`src/rtl/sign_mag_to_float_pkg.sv`:
```
// Shared definitions for the sign-magnitude to compact-float converter:
// default widths and the FSM state encoding.
package sign_mag_to_float_pkg;

  localparam int DEF_MAG_W  = 11;
  localparam int DEF_FRAC_W = 4;
  localparam int DEF_EXP_W  = 3;

  typedef enum logic [1:0] {
    IDLE  = 2'd0,
    NORM  = 2'd1,
    ROUND = 2'd2,
    DONE  = 2'd3
  } state_t;

endpackage

```
`src/rtl/sign_mag_to_float_if.sv`:
```
// Valid/ready bundle between the producer of sign-magnitude words, the
// converter, and the consumer of the (s, e, f) result.
interface sign_mag_to_float_if
  import sign_mag_to_float_pkg::*;
#(
  parameter int MAG_W  = DEF_MAG_W,
  parameter int FRAC_W = DEF_FRAC_W,
  parameter int EXP_W  = DEF_EXP_W
) ();

  logic              in_valid;
  logic              in_ready;
  logic [MAG_W:0]    sign_mag;
  logic              out_valid;
  logic              out_ready;
  logic              s;
  logic [EXP_W-1:0]  e;
  logic [FRAC_W-1:0] f;

  modport master (
    output in_valid, sign_mag, out_ready,
    input  in_ready, out_valid, s, e, f
  );

  modport slave (
    input  in_valid, sign_mag, out_ready,
    output in_ready, out_valid, s, e, f
  );

endinterface

```
`src/rtl/sign_mag_to_float_fp_round.sv`:
```
// Combinational round-to-nearest of the normalised significand, with carry
// into the exponent and saturation at the largest representable value.
module fp_round #(
  parameter int FRAC_W = 4,
  parameter int EXP_W  = 3
) (
  input  logic [FRAC_W-1:0] f0,
  input  logic              rb,
  input  logic [EXP_W-1:0]  e0,
  output logic [FRAC_W-1:0] f,
  output logic [EXP_W-1:0]  e
);

  localparam logic [FRAC_W-1:0] F_MAX   = '1;
  localparam logic [EXP_W-1:0]  E_MAX   = '1;
  localparam logic [FRAC_W-1:0] F_CARRY = {1'b1, {(FRAC_W-1){1'b0}}};

  // Returns {e, f}; a significand overflow renormalises to 1000b with e+1.
  function automatic logic [EXP_W+FRAC_W-1:0] round_sat(
    input logic [FRAC_W-1:0] fi,
    input logic              rbi,
    input logic [EXP_W-1:0]  ei
  );
    if (!rbi)
      return {ei, fi};
    else if (fi != F_MAX)
      return {ei, fi + 1'b1};
    else if (ei != E_MAX)
      return {ei + 1'b1, F_CARRY};
    else
      return {E_MAX, F_MAX};
  endfunction

  always_comb begin
    {e, f} = round_sat(f0, rb, e0);
  end

endmodule

```
`src/rtl/sign_mag_to_float.sv`:
```
// Converts a sign-magnitude word into (s, e, f) with value (-1)^s * f * 2^e,
// normalising one bit per clock and handshaking on both sides.
module sign_mag_to_float
  import sign_mag_to_float_pkg::*;
#(
  parameter int MAG_W  = DEF_MAG_W,
  parameter int FRAC_W = DEF_FRAC_W,
  parameter int EXP_W  = DEF_EXP_W
) (
  input  logic                clk,
  input  logic                rst,
  sign_mag_to_float_if.slave  bus
);

  localparam logic [EXP_W-1:0] CNT_MAX = '1;

  state_t            state;
  logic [MAG_W-1:0]  mag_r;
  logic [EXP_W-1:0]  cnt;
  logic              sign_r;
  logic              in_ready_r;
  logic              out_valid_r;
  logic              s_r;
  logic [EXP_W-1:0]  e_r;
  logic [FRAC_W-1:0] f_r;
  logic [FRAC_W-1:0] f_rnd;
  logic [EXP_W-1:0]  e_rnd;

  // Exponent is the number of shifts not taken, i.e. CNT_MAX - cnt == ~cnt.
  fp_round #(
    .FRAC_W (FRAC_W),
    .EXP_W  (EXP_W)
  ) u_round (
    .f0 (mag_r[MAG_W-1 -: FRAC_W]),
    .rb (mag_r[MAG_W-1-FRAC_W]),
    .e0 (~cnt),
    .f  (f_rnd),
    .e  (e_rnd)
  );

  always_ff @(posedge clk or posedge rst) begin
    if (rst) begin
      state       <= IDLE;
      mag_r       <= '0;
      cnt         <= '0;
      sign_r      <= 1'b0;
      in_ready_r  <= 1'b1;
      out_valid_r <= 1'b0;
      s_r         <= 1'b0;
      e_r         <= '0;
      f_r         <= '0;
    end else begin
      case (state)
        IDLE: begin
          if (bus.in_valid) begin
            sign_r     <= bus.sign_mag[MAG_W];
            mag_r      <= bus.sign_mag[MAG_W-1:0];
            cnt        <= '0;
            in_ready_r <= 1'b0;
            state      <= NORM;
          end
        end
        NORM: begin
          // Shift count caps at CNT_MAX, leaving small values denormal at e=0.
          if (mag_r[MAG_W-1] || cnt == CNT_MAX) begin
            state <= ROUND;
          end else begin
            mag_r <= {mag_r[MAG_W-2:0], 1'b0};
            cnt   <= cnt + 1'b1;
          end
        end
        ROUND: begin
          s_r         <= sign_r;
          e_r         <= e_rnd;
          f_r         <= f_rnd;
          out_valid_r <= 1'b1;
          state       <= DONE;
        end
        DONE: begin
          if (bus.out_ready) begin
            out_valid_r <= 1'b0;
            in_ready_r  <= 1'b1;
            state       <= IDLE;
          end
        end
        default: state <= IDLE;
      endcase
    end
  end

  assign bus.in_ready  = in_ready_r;
  assign bus.out_valid = out_valid_r;
  assign bus.s         = s_r;
  assign bus.e         = e_r;
  assign bus.f         = f_r;

endmodule

```
`src/flat_wrapper.sv`:
```
// flat-port wrapper written by rule: the top's interface ports become plain ports
module sign_mag_to_float_flat import sign_mag_to_float_pkg::*;
#(
  parameter int MAG_W  = DEF_MAG_W,
  parameter int FRAC_W = DEF_FRAC_W,
  parameter int EXP_W  = DEF_EXP_W
)
  (clk, rst, bus_in_valid, bus_sign_mag, bus_out_ready, bus_in_ready, bus_out_valid, bus_s, bus_e, bus_f);
  sign_mag_to_float_if #(.MAG_W(MAG_W), .FRAC_W(FRAC_W), .EXP_W(EXP_W)) bus_i ();
  input  logic clk;
  input  logic rst;
  input wire logic [$bits(bus_i.in_valid)-1:0] bus_in_valid;
  input wire logic [$bits(bus_i.sign_mag)-1:0] bus_sign_mag;
  input wire logic [$bits(bus_i.out_ready)-1:0] bus_out_ready;
  output wire logic [$bits(bus_i.in_ready)-1:0] bus_in_ready;
  output wire logic [$bits(bus_i.out_valid)-1:0] bus_out_valid;
  output wire logic [$bits(bus_i.s)-1:0] bus_s;
  output wire logic [$bits(bus_i.e)-1:0] bus_e;
  output wire logic [$bits(bus_i.f)-1:0] bus_f;
  assign bus_i.in_valid = bus_in_valid;
  assign bus_i.sign_mag = bus_sign_mag;
  assign bus_i.out_ready = bus_out_ready;
  assign bus_in_ready = bus_i.in_ready;
  assign bus_out_valid = bus_i.out_valid;
  assign bus_s = bus_i.s;
  assign bus_e = bus_i.e;
  assign bus_f = bus_i.f;
  sign_mag_to_float #(.MAG_W(MAG_W), .FRAC_W(FRAC_W), .EXP_W(EXP_W)) u_core (.clk(clk), .rst(rst), .bus(bus_i));
endmodule
```
`config.mk`:
```
export PLATFORM = sky130hd
export DESIGN_NAME = sign_mag_to_float_flat
export DESIGN_NICKNAME = d
export VERILOG_FILES = /design/src/rtl/sign_mag_to_float_pkg.sv /design/src/rtl/sign_mag_to_float_if.sv /design/src/rtl/sign_mag_to_float_fp_round.sv /design/src/rtl/sign_mag_to_float.sv /design/src/flat_wrapper.sv
export SDC_FILE = /design/constraint.sdc
export NUM_CORES = 1
export LEC_CHECK = 0
export ABC_AREA = 0
export CAP_MARGIN = 20
export CORE_UTILIZATION = 52
export CTS_CLUSTER_DIAMETER = 40
export DETAILED_ROUTE_END_ITERATION = 10
export PLACE_DENSITY = 0.79
export SLEW_MARGIN = 40
export SYNTH_ARGS = -nofsm -noshare
export SYNTH_HDL_FRONTEND = slang
export SYNTH_HIERARCHICAL = 1
export SYNTH_SLANG_ARGS = --single-unit
```
`constraint.sdc`:
```
create_clock -name clk -period 1.83 [get_ports clk]
set_input_delay 0.2745 -clock clk [delete_from_list [all_inputs] [get_ports clk]]
set_output_delay 0.2745 -clock clk [all_outputs]
set_load 0.05 [all_outputs]
```
==> results of run 1 <==
## stage by stage
step	cell area, µm²	worst slack [ns]
after detailed placement	1790	0.0890
final	1820	0.0582
after CTS	1810	0.0107
after global placement	1790	0.0993
after global routing	1820	0.00496
after floorplan	1490	0.227
## worst min-delay path, delay by kind of cell
kind | cells | cell delay, ns
buffers and inverters | 3 | 0.75
## path summary, 6_finish.rpt
kind	from	end	slack, ns
worst max register to register	u_core/state[0]	u_core/mag_r[1]	0.09
min in group clk	u_core/mag_r[0]	u_core/mag_r[0]	0.52
worst max-delay path	u_core/bus.e[0]	bus_e[0]	0.06
worst min-delay path	rst	u_core/mag_r[0]	0.29
worst min register to register	u_core/mag_r[0]	u_core/mag_r[0]	0.52
max in group asynchronous	rst	u_core/bus.in_ready	1.24
## cell usage after synthesis, types with 2 or more instances
cell / instances / area [µm²]
dfrtp_1: 26 / 651
inv_1: 9 / 33.8
nand4_1: 2 / 12.5
ha_1: 9 / 113
mux2_2: 21 / 236
buf_6: 3 / 33.8
nor2_1: 8 / 30.0
a31oi_1: 3 / 18.8
a21oi_1: 4 / 20.0
mux2_1: 11 / 124
nand2_1: 8 / 30.0
mux2i_1: 5 / 50.1
nand3_1: 2 / 10.0
## cell families after synthesis
kind of cell | share of synthesized area
muxes | 0.276
and+or+nand+nor | 0.0731
buffers and inverters | 0.0538
AOI/OAI and AO/OA | 0.0672
adders and majority gates | 0.0756
DFF | 0.455
## per-layer routing
layer / vias up / part of all wire / track usage
li1: 494 / - / -
met1: 482 / 0.47 / 0.242
met2: 14 / 0.50 / 0.327
met3: 2 / 0.026 / 0.0234
met4: 0 / 0.0050 / 0.0857
met5: - / 0 / 0
## sequential cells by signal, summed over array words and instances, names as in the netlist
name and cells:
u_core/bus.e 3, u_core/bus.f 4, u_core/bus.in_ready 1, u_core/bus.out_valid 1
u_core/bus.s 1, u_core/cnt 3, u_core/mag_r 11, u_core/sign_r 1
u_core/state 2
## layout by cell type, fill, tap and decap left out, drive strengths merged, types with 2 or more instances in the layout
cell type      synthesis  layout
mux2i                  5       5
a31oi                  3       3
nand4                  2       2
o21ai                  2       2
nand2                  8       8
clkbuf                 0       4
buf                    5       7
ha                     9       9
inv                    9       9
dfrtp                 26      26
clkdlybuf4s50          0      23
a21oi                  4       4
nor2                   8       8
nand3                  2       2
mux2                  32      32
## power breakdown
part,internal [mW],switching (mW),leakage (nW)
Combinational,0.987,1.02,0.482
Sequential,0.883,0.200,0.313
Clock,0.0852,0.169,0.0150
## area by class of cell
| type | instances | area [µm²] | area share |
|---|---|---|---|
| clock buffers | 4 | 26.3 | 0.0145 |
| inverters | 9 | 33.8 | 0.0186 |
| multi-input cells | 83 | 734 | 0.404 |
| flip-flops and latches | 27 | 677 | 0.372 |
| well taps | 31 | 38.8 | 0.0213 |
| repair buffers | 31 | 308 | 0.169 |
## what timing repair did
item | CTS | global route
endpoints found under the setup margin | 0 | 7
setup buffers | 0 | 0
gates resized for setup | 0 | 2
hold buffers | 0 | 0
==> results.yml, run 1 <==
worst_setup_path:
  cp_max_fo: 2
  critPathMaxStageDelay_ns: 0.80
  worstSetupPathType: "register to output pin"
  cp.required_ns: 1.56
  slowest_stage: "clkdlybuf4s50_1"
  path_depth: 1
  crit_family: "buffers and inverters"
  start_kind: "register"
  worstRegToRegCells: 6
  critPathCaptureType: "output pin"
  worst-path-buf-inv: 1
  arrival_ns: 1.50
  crit_chain: "clkdlybuf4s50_1"
yosys:
  synth_seq_cells: 27
  netlist_instances: 124
  yosys_most_used_dff: "dfrtp_1"
  synth_area_um2: 1490
  yosys.cell_types.count: 26
  yosys_warnings: 6
  synth_fp_nets: 149
  synth_edf_count: 0
  ys_seq_area_frac: 0.455
  syn_area_per_cell_um2: 12.0
  ys_async_sr_fraction: 1.00
global_routing:
  grt_max_degree: 28
  grt_overflow_total: 0
  antenna_found_initial: 0
  grt_first_pass_wirelength_um: 4690
  grt_pass1_vias: 1132
  grtUsageTotal: 0.191
drt:
  wl_per_cell_um: 14.0
  dr.pass1.iters: 4
  vias_per_cell: 5.36
  dr_total_vias: 992
  wirelength_um: 2590
  drc: 0
  drt_iter0_drc: 22
  ant_nets: 0
final_layout:
  fin_nets: 180
  fin_cells: 185
  syn_to_final_growth_pct: 22.1
  antenna_cells: 0
  fill_cells: 210
  drive_above_1_share: 0.227
  fin_util: 0.665
timing:
  post-route-min-period_ns: 1.77
  hold_viol_final: 0
  timing.hold.ws_ns: 0.291
  rsz0062_at_grt: "no"
  report.final.setup_viol: 0
  slew_headroom: 0.666
  period_share: 0.968
  worstMarginPinSlew_ns: 0.500
  slew_viol_final: 0
  fmax_ghz: 0.564
  skew_ns: 0.00410
  setup_tns_ns: 0
floorplan:
  die-width_um: 55.5
  num_io_pins: 26
  die_h_um: 55.5
  rows: 19
  start_util: 0.545
  core_area_um2: 2730
  dieArea_um2: 3080
cts:
  cts_made_buffers: 3
  path_clk_slew_ns: 0.14
  cts-root-buf: "clkbuf_4"
  cts_tree: "built"
  cts_buffer_depth: 2
  h-tree-depth: 1
  cts_sinks: 27
  clock_latency_ns: 0.32
power:
  power_density_nw_per_um2: 1840
  peakVddDrop_v: 0.00148
  p_total_mw: 3.34
  p_leak_nw: 0.810
placement:
  io_buffers: 25
  dp_hpwl_um: 1970
  post-place-cells: 181
  place_congestion: 0.844
run:
  maxCapViolations: 0
run_status:
  status: "finished, final reports clean"
hold_path:
  min_path_type: "input port to asynchronous set/reset pin"
Note: power is estimated with default switching activity, not from simulation.
==> run 2: changes to the inputs <==
Settings changed: SETUP_SLACK_MARGIN from default to 0.2.
==> run 2 against run 1 <==
Against the previous run: worst setup slack improved by 0.15 ns; combinational power increased by 7%; via count increased by 3.3%; non-clock buffer count increased by 5; core utilization increased by 3.4 points; sequential share of layout area decreased by 1.7 points; sequential cell count unchanged; register-to-register slack improved by 0.11 ns; critical path type is now register to register; critical endpoint is now u_core/state[1].
==> results.yml, run 2 (synthesized netlist as in run 1, its figures left out) <==
worst_setup_path:
  worstRegToRegCells: 3
  worstSetupPathType: "register to register"
  cp_max_fo: 3
  critPathCaptureType: "register"
  arrival_ns: 1.84
  start_kind: "register"
  cp.required_ns: 2.05
power:
  swShare: 0.417
  seqPwrFrac: 0.315
  power_density_nw_per_um2: 1830
  p_leak_nw: 0.826
  pwr-share-comb: 0.613
  peakVddDrop_v: 0.00136
  pwr-share-clk: 0.073
  p_sw_mw: 1.46
  p_int_mw: 2.04
final_layout:
  fill_cells: 194
  largest_reg_flops: 11
  antenna_cells: 0
  fin_util: 0.699
  fin_area_um2: 1910
  final_cell_mix: "dfrtp_1 (25), mux2_2 (21), clkdlybuf4s50_1 (15)"
  syn_to_final_growth_pct: 28.3
  largest_register: "u_core/mag_r"
  fin_nets: 185
  drive_above_1_share: 0.302
  layout_commonest_cell: "dfrtp_1"
cts:
  cts_made_buffers: 3
  cts_buffer_depth: 2
  path_clk_slew_ns: 0.14
  clock_latency_ns: 0.32
  cts_hold_buffers: 0
  h-tree-depth: 1
  cts_tree: "built"
  cts_sinks: 27
  cts-root-buf: "clkbuf_4"
placement:
  dp_hpwl_um: 1970
  postPlaceCellArea_um2: 1790
  io_buffers: 25
  place_congestion: 0.844
drt:
  drc: 0
  wl_per_cell_um: 14.3
  dr_total_vias: 1025
  vias_per_cell: 5.39
  dr.pass1.iters: 4
  wirelength_um: 2720
  ant_nets: 0
  drt_iter0_drc: 16
timing:
  worstMarginPinSlew_ns: 0.495
  post-route-min-period_ns: 1.63
  skew_ns: 0.00164
  setup_tns_ns: 0
  report.final.setup_viol: 0
  period_share: 0.889
  rsz0062_at_grt: "yes"
  fmax_ghz: 0.615
  slew_viol_final: 0
  hold_viol_final: 0
  slew_headroom: 0.671
run_status:
  status: "finished, final reports clean"
floorplan:
  core_area_um2: 2730
  num_io_pins: 26
  die-width_um: 55.5
  dieArea_um2: 3080
  start_util: 0.545
  rows: 19
  die_h_um: 55.5
global_routing:
  grtUsageTotal: 0.195
  grt_max_degree: 28
  antenna_found_initial: 0
  grt_first_pass_wirelength_um: 4780
  grt_pass1_vias: 1138
  grt_overflow_total: 0
run:
  maxCapViolations: 0
hold_path:
  min_path_type: "input port to asynchronous set/reset pin"
[run 2: cell count changes in the layout (fill, tap and decap cells not counted), moves of 2 or more]
cell,previous run,this run
dlygate4sd2_1,0,9
clkdlybuf4s50_1,23,15
ha_1,8,3
buf_4,6,10
ha_4,0,4
inv_1,9,7
inv_2,0,2
[run 2: area by class of cell]
type                    instances  area (µm²)  share of cell area
multi-input cells              83         795               0.416
flip-flops and latches         27         678               0.355
repair buffers                 36         339               0.177
well taps                      31        38.8              0.0203
inverters                       9        33.8              0.0177
clock buffers                   4        26.3              0.0138
[run 2: stage by stage]
stage,setup slack (ns),hold slack (ns),power [mW],cells
after floorplan,0.227,0.326,2.59,124
after global placement,0.0993,0.473,3.02,181
after detailed placement,0.0890,0.486,3.11,181
after CTS,0.175,0.293,3.42,187
after global routing,0.182,0.341,3.77,190
final,0.204,0.292,3.50,190
[run 2: worst max-delay path, stage by stage, from the launching register on]
cell      delay [ns]
dfrtp_2         0.47
ha_2            0.22
a222oi_1        0.46
mux2_1          0.37
[run 2: worst paths after layout]
check	startpoint	end	slack (ns)
setup / recovery	u_core/state[0]	u_core/state[1]	0.20
hold / removal	rst	u_core/mag_r[0]	0.29
setup reg to reg	u_core/state[0]	u_core/state[1]	0.20
hold reg to reg	u_core/mag_r[0]	u_core/mag_r[0]	0.52
max in group asynchronous	rst	u_core/bus.in_ready	1.24
min in group clk	u_core/mag_r[0]	u_core/mag_r[0]	0.52
[run 2: timing repair]
item | 4_1_cts | 5_1_grt
pin swaps | 1 | 3
endpoints found under the setup margin | 23 | 17
setup buffers | 2 | 3
gates resized for setup | 18 | 7
gates cloned | 0 | 0
[run 2: layer usage]
layer	global-route usage	vias up	part of all wire
met2	0.336	18	0.51
li1	-	500	-
met3	0.0234	4	0.024
met1	0.248	503	0.46
met5	0	-	0
met4	0.0821	0	0.011
[run 2: power by group through the flow]
stage	registers, mW	logic, mW	clock network [mW]
after CTS	1.08	2.07	0.270
after detailed placement	1.10	2.01	0
after global routing	1.14	2.34	0.287
after floorplan	1.36	1.23	0
final	1.10	2.15	0.254
after global placement	1.08	1.94	0
==> run 3: changes to the inputs <==
Settings changed: CORE_UTILIZATION 52 to 55, DONT_BUFFER_PORTS from default to 1, PLACE_DENSITY 0.79 to 0.7, RECOVER_POWER from default to 100.
Clock period 1.83 ns to 2.1 ns, I/O delays scaled along.
==> run 3 against run 2 <==
Against the previous run: clock-buffer cell count unchanged; maximum frequency decreased by 11%; highest routed layer unchanged; core utilization decreased by 9.3 points; critical endpoint is now u_core/mag_r[8]; combinational power decreased by 47%; cell area decreased by 20%; routed wire length decreased by 15%; register-to-register slack improved by 0.06 ns; sequential power increased by 13%; global-route usage decreased by 1.1 points; via count decreased by 11%.
==> results.yml, run 3 (synthesized netlist as in run 1, its figures left out) <==
final_layout:
  drive_above_1_share: 0.228
  fin_nets: 153
  antenna_cells: 0
  fin_cells: 157
  largest_reg_flops: 11
  layout_commonest_cell: "dfrtp_1"
  final_cell_mix: "dfrtp_1 (26), mux2_2 (21), mux2_1 (11)"
  syn_to_final_growth_pct: 2.69
  fill_cells: 218
  largest_register: "u_core/mag_r"
drt:
  vias_per_cell: 5.82
  ant_nets: 0
  drt_iter0_drc: 12
  wirelength_um: 2310
  dr_total_vias: 913
  drc: 0
  dr.pass1.iters: 4
  wl_per_cell_um: 14.7
global_routing:
  grt_first_pass_wirelength_um: 3920
  grtUsageTotal: 0.184
  antenna_found_initial: 0
  grt_max_degree: 23
  grt_pass1_vias: 937
  grt_overflow_total: 0
cts:
  h-tree-depth: 1
  cts-root-buf: "clkbuf_4"
  path_clk_slew_ns: 0.14
  clock_latency_ns: 0.31
  cts_buffer_depth: 2
  cts_tree: "built"
  cts_sinks: 27
  cts_made_buffers: 3
  postCtsSetupRepairBufs: 0
worst_setup_path:
  worstSetupPathType: "register to register"
  start_kind: "register"
  crit_family: "compound AO/OA/AOI/OAI gates"
  startpoint: "u_core/state[1]"
  cp.required_ns: 2.31
  crit_chain: "inv_1, ha_2, o211ai_2, mux2_2"
  slowest_stage: "o211ai_2"
  cp_max_fo: 12
  critPathMaxStageDelay_ns: 0.56
  critPathCaptureType: "register"
  worst-path-buf-inv: 1
  arrival_ns: 2.04
  r2r-start: "u_core/state[1]"
power:
  p_int_mw: 1.46
  peakVddDrop_v: 0.00112
  p_sw_mw: 1.13
  p_leak_nw: 0.687
  swShare: 0.436
  seqPwrFrac: 0.479
  power_density_nw_per_um2: 1690
  pwr-share-comb: 0.438
  pwr-share-clk: 0.083
timing:
  setup_tns_ns: 0
  report.final.setup_viol: 0
  slew_viol_final: 0
  slew_headroom: 0.199
  post-route-min-period_ns: 1.83
  fmax_ghz: 0.546
  rsz0062_at_grt: "no"
  hold_viol_final: 0
  period_share: 0.872
  skew_ns: 0.00555
  worstMarginPinSlew_ns: 1.20
placement:
  io_buffers: 0
  dp_hpwl_um: 1810
  place_congestion: 0.742
  post-place-cells: 152
floorplan:
  die-width_um: 54.0
  start_util: 0.590
  dieArea_um2: 2920
  num_io_pins: 26
  rows: 18
  core_area_um2: 2520
  die_h_um: 54.0
hold_path:
  min_path_type: "input port to register"
  worstHoldStart: "bus_sign_mag[11]"
run_status:
  status: "finished, final reports clean"
run:
  maxCapViolations: 0
## run 3: what timing repair did
| action | CTS | global route |
|---|---|---|
| hold buffers | 1 | 0 |
| gates resized for setup | 1 | 0 |
| endpoints found under the hold margin | 4 | 0 |
| setup endpoints to repair | 7 | 0 |
## run 3: metrics by stage
step	worst slack [ns]	power [mW]	cell area, µm²	utilization	hold WS, ns
floorplan	0.497	2.26	1490	-	0.367
global placement	0.227	2.37	1500	0.596	0.132
detailed placement	0.169	2.43	1500	0.596	0.134
CTS	0.316	2.65	1540	0.611	0.134
global route	0.119	2.80	1530	0.606	0.121
finish	0.268	2.59	1530	0.606	0.145
## run 3: layout make-up
class,instances,area [µm²],share of cell area
clock buffer,4,26.3,0.0172
inverter,9,33.8,0.0221
tap,30,37.5,0.0245
sequential,27,677,0.443
multi-input combinational,83,726,0.475
timing repair buffer,4,28.8,0.0188
## run 3: path summary, 6_finish.rpt
| path | to | slack [ns] | cells past startpoint |
|---|---|---|---|
| min | u_core/sign_r | 0.14 | 1 |
| min reg2reg | u_core/mag_r[0] | 0.51 | 1 |
| min in group asynchronous | u_core/bus.s | 0.34 | 2 |
| max reg2reg | u_core/mag_r[8] | 0.27 | 4 |
| max in group asynchronous | u_core/bus.e[0] | 0.40 | 3 |
| max | u_core/mag_r[8] | 0.27 | 4 |
## run 3: power groups by stage
stage / Combinational, mW / Sequential (mW) / Clock (mW)
after floorplan: 1.07 / 1.19 / 0
after global placement: 1.13 / 1.25 / 0
after detailed placement: 1.18 / 1.26 / 0
after CTS: 1.18 / 1.25 / 0.229
after global routing: 1.27 / 1.29 / 0.245
final: 1.13 / 1.24 / 0.215
## run 3: per-layer routing
layer	share of wire	vias to the layer above	global-route usage
li1	-	442	-
met1	0.49	451	0.234
met2	0.47	18	0.325
met3	0.043	2	0.0311
met4	0.0043	0	0.0385
met5	0	-	0
## run 3: worst register-to-register path: stages, from the launching register on
cell and delay, ns:
dfrtp_1 0.41, inv_1 0.09, ha_2 0.26, o211ai_2 0.56
mux2_2 0.42
